`src/rtl/sp_stat_collector_if.sv`:
```
// Sample-in / summary-out bundle between SP and the statistics collector.
// master drives samples and the clock-gating hint; slave returns the summary stream.
interface sp_stat_collector_if #(
    parameter int DATA_W = 10
);
    logic                     in_valid;
    logic                     cg_en;
    logic signed [DATA_W-1:0] in_data;
    logic                     out_valid;
    logic signed [DATA_W-1:0] out_data;

    modport master (
        output in_valid,
        output cg_en,
        output in_data,
        input  out_valid,
        input  out_data
    );

    modport slave (
        input  in_valid,
        input  cg_en,
        input  in_data,
        output out_valid,
        output out_data
    );
endinterface

```
`src/rtl/sp_stat_collector.sv`:
```
// Burst statistics: emits count, max, min, saturated sum as 4 back-to-back words, word 0 one cycle after burst end.
// No backpressure: samples beyond MAX_LEN and samples arriving while the summary is being emitted are dropped.
module sp_stat_collector #(
    parameter int DATA_W  = 10,
    parameter int MAX_LEN = 16,
    parameter int ACC_W   = DATA_W + $clog2(MAX_LEN)
) (
    input  logic                clk,
    input  logic                rst_n,
    sp_stat_collector_if.slave  bus
);

    localparam int CNT_W = $clog2(MAX_LEN + 1);
    localparam logic signed [ACC_W-1:0] SUM_HI = ACC_W'((1 << (DATA_W - 1)) - 1);
    localparam logic signed [ACC_W-1:0] SUM_LO = ACC_W'(-(1 << (DATA_W - 1)));

    typedef enum logic [1:0] {
        IDLE,
        ACC,
        OUT
    } state_t;

    state_t                    r_state;
    logic [1:0]                r_idx;
    logic                      r_out_vld;
    logic signed [DATA_W-1:0]  r_out_dat;

    logic [CNT_W-1:0]          r_cnt;
    logic signed [DATA_W-1:0]  r_max;
    logic signed [DATA_W-1:0]  r_min;
    logic signed [ACC_W-1:0]   r_sum;

    logic [CNT_W-1:0]          w_cnt_nxt;
    logic signed [DATA_W-1:0]  w_max_nxt;
    logic signed [DATA_W-1:0]  w_min_nxt;
    logic signed [ACC_W-1:0]   w_sum_nxt;

    logic signed [DATA_W-1:0]  w_in;
    logic signed [ACC_W-1:0]   w_in_ext;
    logic signed [DATA_W-1:0]  w_sum_sat;
    logic                      w_take;
    logic                      w_acc_upd;
    logic                      w_ld_cnt;
    logic                      w_ld_max;
    logic                      w_ld_min;
    logic                      w_ld_sum;

    assign w_in     = bus.in_data;
    assign w_in_ext = {{(ACC_W - DATA_W){w_in[DATA_W-1]}}, w_in};

    // A burst may open from IDLE or on the very edge that retires word 3.
    assign w_take    = bus.in_valid &&
                       ((r_state == IDLE) || ((r_state == OUT) && (r_idx == 2'd3)));
    assign w_acc_upd = bus.in_valid && (r_state == ACC) && (r_cnt < CNT_W'(MAX_LEN));

    always_comb begin
        if (r_sum > SUM_HI) begin
            w_sum_sat = {1'b0, {(DATA_W - 1){1'b1}}};
        end else if (r_sum < SUM_LO) begin
            w_sum_sat = {1'b1, {(DATA_W - 1){1'b0}}};
        end else begin
            w_sum_sat = r_sum[DATA_W-1:0];
        end
    end

    always_comb begin
        w_cnt_nxt = r_cnt;
        w_max_nxt = r_max;
        w_min_nxt = r_min;
        w_sum_nxt = r_sum;
        if (w_take) begin
            w_cnt_nxt = CNT_W'(1);
            w_max_nxt = w_in;
            w_min_nxt = w_in;
            w_sum_nxt = w_in_ext;
        end else if (w_acc_upd) begin
            w_cnt_nxt = r_cnt + CNT_W'(1);
            w_max_nxt = (w_in > r_max) ? w_in : r_max;
            w_min_nxt = (w_in < r_min) ? w_in : r_min;
            w_sum_nxt = r_sum + w_in_ext;
        end
    end

    // With the hint set, each accumulator loads only on a real change, giving synthesis a clean ICG enable.
    assign w_ld_cnt = !bus.cg_en || (w_cnt_nxt != r_cnt);
    assign w_ld_max = !bus.cg_en || (w_max_nxt != r_max);
    assign w_ld_min = !bus.cg_en || (w_min_nxt != r_min);
    assign w_ld_sum = !bus.cg_en || (w_sum_nxt != r_sum);

    always_ff @(posedge clk or negedge rst_n) begin
        if (!rst_n) begin
            r_cnt <= '0;
            r_max <= '0;
            r_min <= '0;
            r_sum <= '0;
        end else begin
            if (w_ld_cnt) r_cnt <= w_cnt_nxt;
            if (w_ld_max) r_max <= w_max_nxt;
            if (w_ld_min) r_min <= w_min_nxt;
            if (w_ld_sum) r_sum <= w_sum_nxt;
        end
    end

    always_ff @(posedge clk or negedge rst_n) begin
        if (!rst_n) begin
            r_state   <= IDLE;
            r_idx     <= 2'd0;
            r_out_vld <= 1'b0;
            r_out_dat <= '0;
        end else begin
            case (r_state)
                IDLE: begin
                    if (w_take) r_state <= ACC;
                end
                ACC: begin
                    if (!bus.in_valid) begin
                        r_state   <= OUT;
                        r_idx     <= 2'd0;
                        r_out_vld <= 1'b1;
                        r_out_dat <= DATA_W'(r_cnt);
                    end
                end
                OUT: begin
                    r_idx <= r_idx + 2'd1;
                    case (r_idx)
                        2'd0: r_out_dat <= r_max;
                        2'd1: r_out_dat <= r_min;
                        2'd2: r_out_dat <= w_sum_sat;
                        default: begin
                            r_out_vld <= 1'b0;
                            r_out_dat <= '0;
                            r_state   <= w_take ? ACC : IDLE;
                        end
                    endcase
                end
                default: begin
                    r_state   <= IDLE;
                    r_out_vld <= 1'b0;
                    r_out_dat <= '0;
                end
            endcase
        end
    end

    assign bus.out_valid = r_out_vld;
    assign bus.out_data  = r_out_dat;

endmodule

```
`src/flat_wrapper.sv`:
```
// flat-port wrapper written by rule: the top's interface ports become plain ports
module sp_stat_collector_flat 
#(
    parameter int DATA_W  = 10,
    parameter int MAX_LEN = 16,
    parameter int ACC_W   = DATA_W + $clog2(MAX_LEN)
)
  (clk, rst_n, bus_in_valid, bus_cg_en, bus_in_data, bus_out_valid, bus_out_data);
  sp_stat_collector_if #(.DATA_W(DATA_W)) bus_i ();
  input  logic clk;
  input  logic rst_n;
  input wire logic [$bits(bus_i.in_valid)-1:0] bus_in_valid;
  input wire logic [$bits(bus_i.cg_en)-1:0] bus_cg_en;
  input wire logic [$bits(bus_i.in_data)-1:0] bus_in_data;
  output wire logic [$bits(bus_i.out_valid)-1:0] bus_out_valid;
  output wire logic [$bits(bus_i.out_data)-1:0] bus_out_data;
  assign bus_i.in_valid = bus_in_valid;
  assign bus_i.cg_en = bus_cg_en;
  assign bus_i.in_data = bus_in_data;
  assign bus_out_valid = bus_i.out_valid;
  assign bus_out_data = bus_i.out_data;
  sp_stat_collector #(.DATA_W(DATA_W), .MAX_LEN(MAX_LEN), .ACC_W(ACC_W)) u_core (.clk(clk), .rst_n(rst_n), .bus(bus_i));
endmodule
```
`config.mk`:
```
export PLATFORM = sky130hd
export DESIGN_NAME = sp_stat_collector_flat
export DESIGN_NICKNAME = d
export VERILOG_FILES = /design/src/rtl/sp_stat_collector_if.sv /design/src/rtl/sp_stat_collector.sv /design/src/flat_wrapper.sv
export SDC_FILE = /design/constraint.sdc
export NUM_CORES = 1
export LEC_CHECK = 0
export ABC_AREA = 0
export BUFFER_PORTS_ARGS = -buffer_cell sky130_fd_sc_hd__buf_2
export CAP_MARGIN = 20
export CORE_UTILIZATION = 50
export CTS_BUF_LIST = sky130_fd_sc_hd__clkbuf_8
export DETAILED_ROUTE_END_ITERATION = 6
export GPL_TIMING_DRIVEN = 0
export PLACE_DENSITY = 0.68
export SLEW_MARGIN = 0
export SYNTH_ARGS = -nofsm -noshare
export SYNTH_HDL_FRONTEND = slang
export SYNTH_SLANG_ARGS = --single-unit
```
`constraint.sdc`:
```
create_clock -name clk -period 5.2 [get_ports clk]
set_input_delay 0.78 -clock clk [delete_from_list [all_inputs] [get_ports clk]]
set_output_delay 0.78 -clock clk [all_outputs]
set_load 0.03 [all_outputs]
```
==> results by group <==
Routing
  • DRT Wirelength: 8.49 mm
  • DRT antenna net count: 0
  • First-iteration detailed-routing DRC count: 184
  • Residual DRC: 0
  • Vias: 3,042
  • WL/cell: 16.3 um
  • TritonRoute pass-1 iters: 5
  • Post-DR vias/cell: 5.83

Worst setup path
  • Setup slack, reg-to-reg: 2.80 ns
  • Crit start category: input port
  • Worst Path Class, Setup: input port to register
  • Worst Path Max Fanout: 14
  • Critical Path End Type: register
  • Crit path DAT: 2.85 ns
  • Worst Path Required: 5.40 ns

Clock network
  • Post_cts resized: 0
  • Post-CTS setup buffer count: 0
  • Hold-fix buffers, CTS: 0
  • TritonCTS clock tree: done
  • H-tree depth: 2
  • Clock Sinks: 54
  • CTS buffer count: 5
  • Worst-Skew Late Latency: 0.31 ns
  • Worst-case clock buffer depth: 2
  • Clk root buf: clkbuf_8
  • Register clock-pin slew on the reported worst setup and hold paths: 0.09 ns

Logic synthesis
  • Syn avg cell area: 9.34 sq um
  • Synth Instances: 395
  • Ys flop type: dfrtp_1
  • Net count of the mapped netlist: 452
  • EDFF count, synth: 0
  • Yosys Warn Count: 0
  • Synthesized area: 3690 sq um
  • Sequential area share after synthesis: 36.6%
  • Seq cells post-synth: 54
  • Yosys cell types: 54
  • Ys async rst share: 100%

Pwr
  • Pleak: 1.93 nW
  • PD cells: 595 nW/um^2
  • Peak VDD IR: 0.219 mV

Global route
  • Gr usage total: 24.5%
  • Total gr overflow: 0
  • Largest net degree at the start of global routing: 38
  • Antenna violations before repair: 0
  • Vias in the first global route: 2,815
  • Wire length of the first global-routing pass: 14.4 mm

Run status
  • Status: complete, no violations

Layout
  • Fill count: 624
  • Reg area: 1350 sq um
  • Multi-input combinational cell area: 2160 sq um
  • Layout cells sized above 1: 14.3%
  • Post-route cell area: 4030 sq um
  • Antenna cells: 0
  • Area grow syn2layout: 9.29%
  • Nets: 484

Floorplan
  • IO Pins: 25
  • Core Area: 6940 sq um
  • Total die area: 7720 sq um
  • Die W: 87.9 um
  • Initial core utilization: 53.1%
  • Placement row count: 30
  • Chip Height: 87.9 um

Placement
  • Port bufs: 24
  • Gp weighted congestion: 0.864
  • DP Area: 3950 sq um
  • DP HPWL: 6.46 mm

STA
  • Final Hold Viols: 0
  • Max-slew violations: 0
  • Setup TNS: 0 ns
  • RSZ-0062 raised after global routing: false
  • Achievable clock frequency: 378 MHz
  • Worst slew margin: 52.6%
  • Setup violators final: 0
  • Slew @ Worst Pin: 0.711 ns
  • Clock Skew: 0.00683 ns
  • Fin crit share: 50.9%
  • Final min period: 2.65 ns

Flow run
  • # Max-Cap Violations: 0

Worst hold path
  • HP Class: input port to asynchronous set/reset pin
==> critical path, stage by stage <==
cell and delay, ns:
buf_2 0.19, ha_1 0.37, nand4_1 0.14, nor2_1 0.23, a21oi_1 0.13, nor2_1 0.13, a311oi_2 0.07, a21oi_4 0.41
mux2_2 0.38
==> area by class of cell <==
type | count | share of cell area [%]
multi-input combinational | 296 | 53.5
tap | 96 | 2.98
buffer | 13 | 1.52
clock buffer | 6 | 2.05
sequential | 54 | 33.5
inverter | 32 | 2.98
timing repair buffer | 25 | 3.48
==> per-layer routing <==
metal | global-route usage [%] | share of wire (%) | vias to the layer above
met3 | 3.58 | 4.1 | 10
met1 | 35.5 | 50 | 1469
li1 | - | - | 1490
met2 | 38.1 | 45 | 73
met5 | 0 | 0 | -
met4 | 7.00 | 1.0 | 0
==> cell usage in the layout (no fill, tap or decap), drive strengths merged, types with 8 or more instances in the layout <==
cell type,Yosys,routed
inv,32,32
a21o,11,11
nand2,43,43
dfrtp,54,54
buf,6,31
o21ai,21,21
mux2,20,20
nand3,11,11
o21a,10,10
a221oi,8,8
nor2,26,26
nand4,8,8
ha,42,42
clkbuf,7,13
a21oi,30,30
==> power by group <==
group | total, mW | internal (mW) | leakage [nW] | switching, mW
clock | 0.238 | 0.103 | 0.0431 | 0.135
combinational | 1.40 | 0.595 | 1.22 | 0.807
sequential | 0.759 | 0.603 | 0.663 | 0.156
total | 2.40 | 1.30 | 1.93 | 1.10
==> flip-flops by register name, indices dropped and copies added (netlist names) <==
| register | count |
|---|---|
| u_core.r_min | 10 |
| u_core.bus.out_valid | 1 |
| u_core.bus.out_data | 10 |
| u_core.r_cnt | 5 |
| u_core.r_max | 10 |
| u_core.r_idx | 2 |
| u_core.r_state | 2 |
| u_core.r_sum | 14 |
==> cells in the mapped netlist, types with 2 or more instances <==
master,count,area share [%]
o21a_1,10,2.0
nor2b_1,4,0.68
and3_1,3,0.51
o21ai_0,21,2.8
o31ai_1,2,0.41
nand4_1,8,1.4
nand2b_1,2,0.34
a31oi_1,7,1.2
a222oi_1,2,0.54
a211oi_1,2,0.41
nor2_1,25,2.5
nand3_1,11,1.5
ha_1,42,14
clkbuf_1,7,0.71
a221oi_1,8,1.9
a21o_1,11,2.2
a21oi_1,28,3.8
nor3_1,6,0.81
nand2_1,42,4.3
buf_1,3,0.31
mux2i_1,3,0.81
dfrtp_1,54,37
inv_1,32,3.3
nor4_1,2,0.34
a311oi_2,2,0.81
xnor2_1,5,1.2
xor2_1,4,0.95
o221ai_1,5,1.2
mux2_2,19,5.8
==> through the flow <==
stage	hold slack (ns)	instances	util [%]	setup WS (ns)	power (mW)
after global placement	0.460	515	56.6	2.30	2.12
after floorplan	0.484	395	-	2.65	1.81
after global routing	0.432	522	58.1	2.46	2.63
after detailed placement	0.466	516	56.9	2.26	2.16
after CTS	0.417	522	58.1	2.58	2.40
final	0.406	522	58.1	2.55	2.40
==> cell families (layout without fill, tap and decap cells) <==
kind of cell | Yosys count | after routing | share of synthesized area (%)
flip-flops | 54 | 54 | 36.6
multiplexers | 23 | 23 | 7.02
buffers and inverters | 45 | 76 | 4.92
XOR/XNOR | 9 | 9 | 2.14
AO/OA/AOI/OAI | 110 | 110 | 20.5
AND/OR/NAND/NOR | 111 | 111 | 14.0
adder cells (fa/ha/maj) | 43 | 43 | 14.8
==> worst paths after layout <==
path,startpoint,end,cells past startpoint
hold reg to reg,u_core.bus.out_data[8],u_core.bus.out_data[8],2
hold / removal,rst_n,u_core.r_idx[0],1
max in group asynchronous,rst_n,u_core.r_min[5],2
setup reg to reg,u_core.r_state[1],u_core.r_min[8],9
setup / recovery,bus_in_data[9],u_core.r_max[3],9
min in group clk,u_core.bus.out_data[8],u_core.bus.out_data[8],2
No activity file was read; power rests on OpenSTA's default activity.
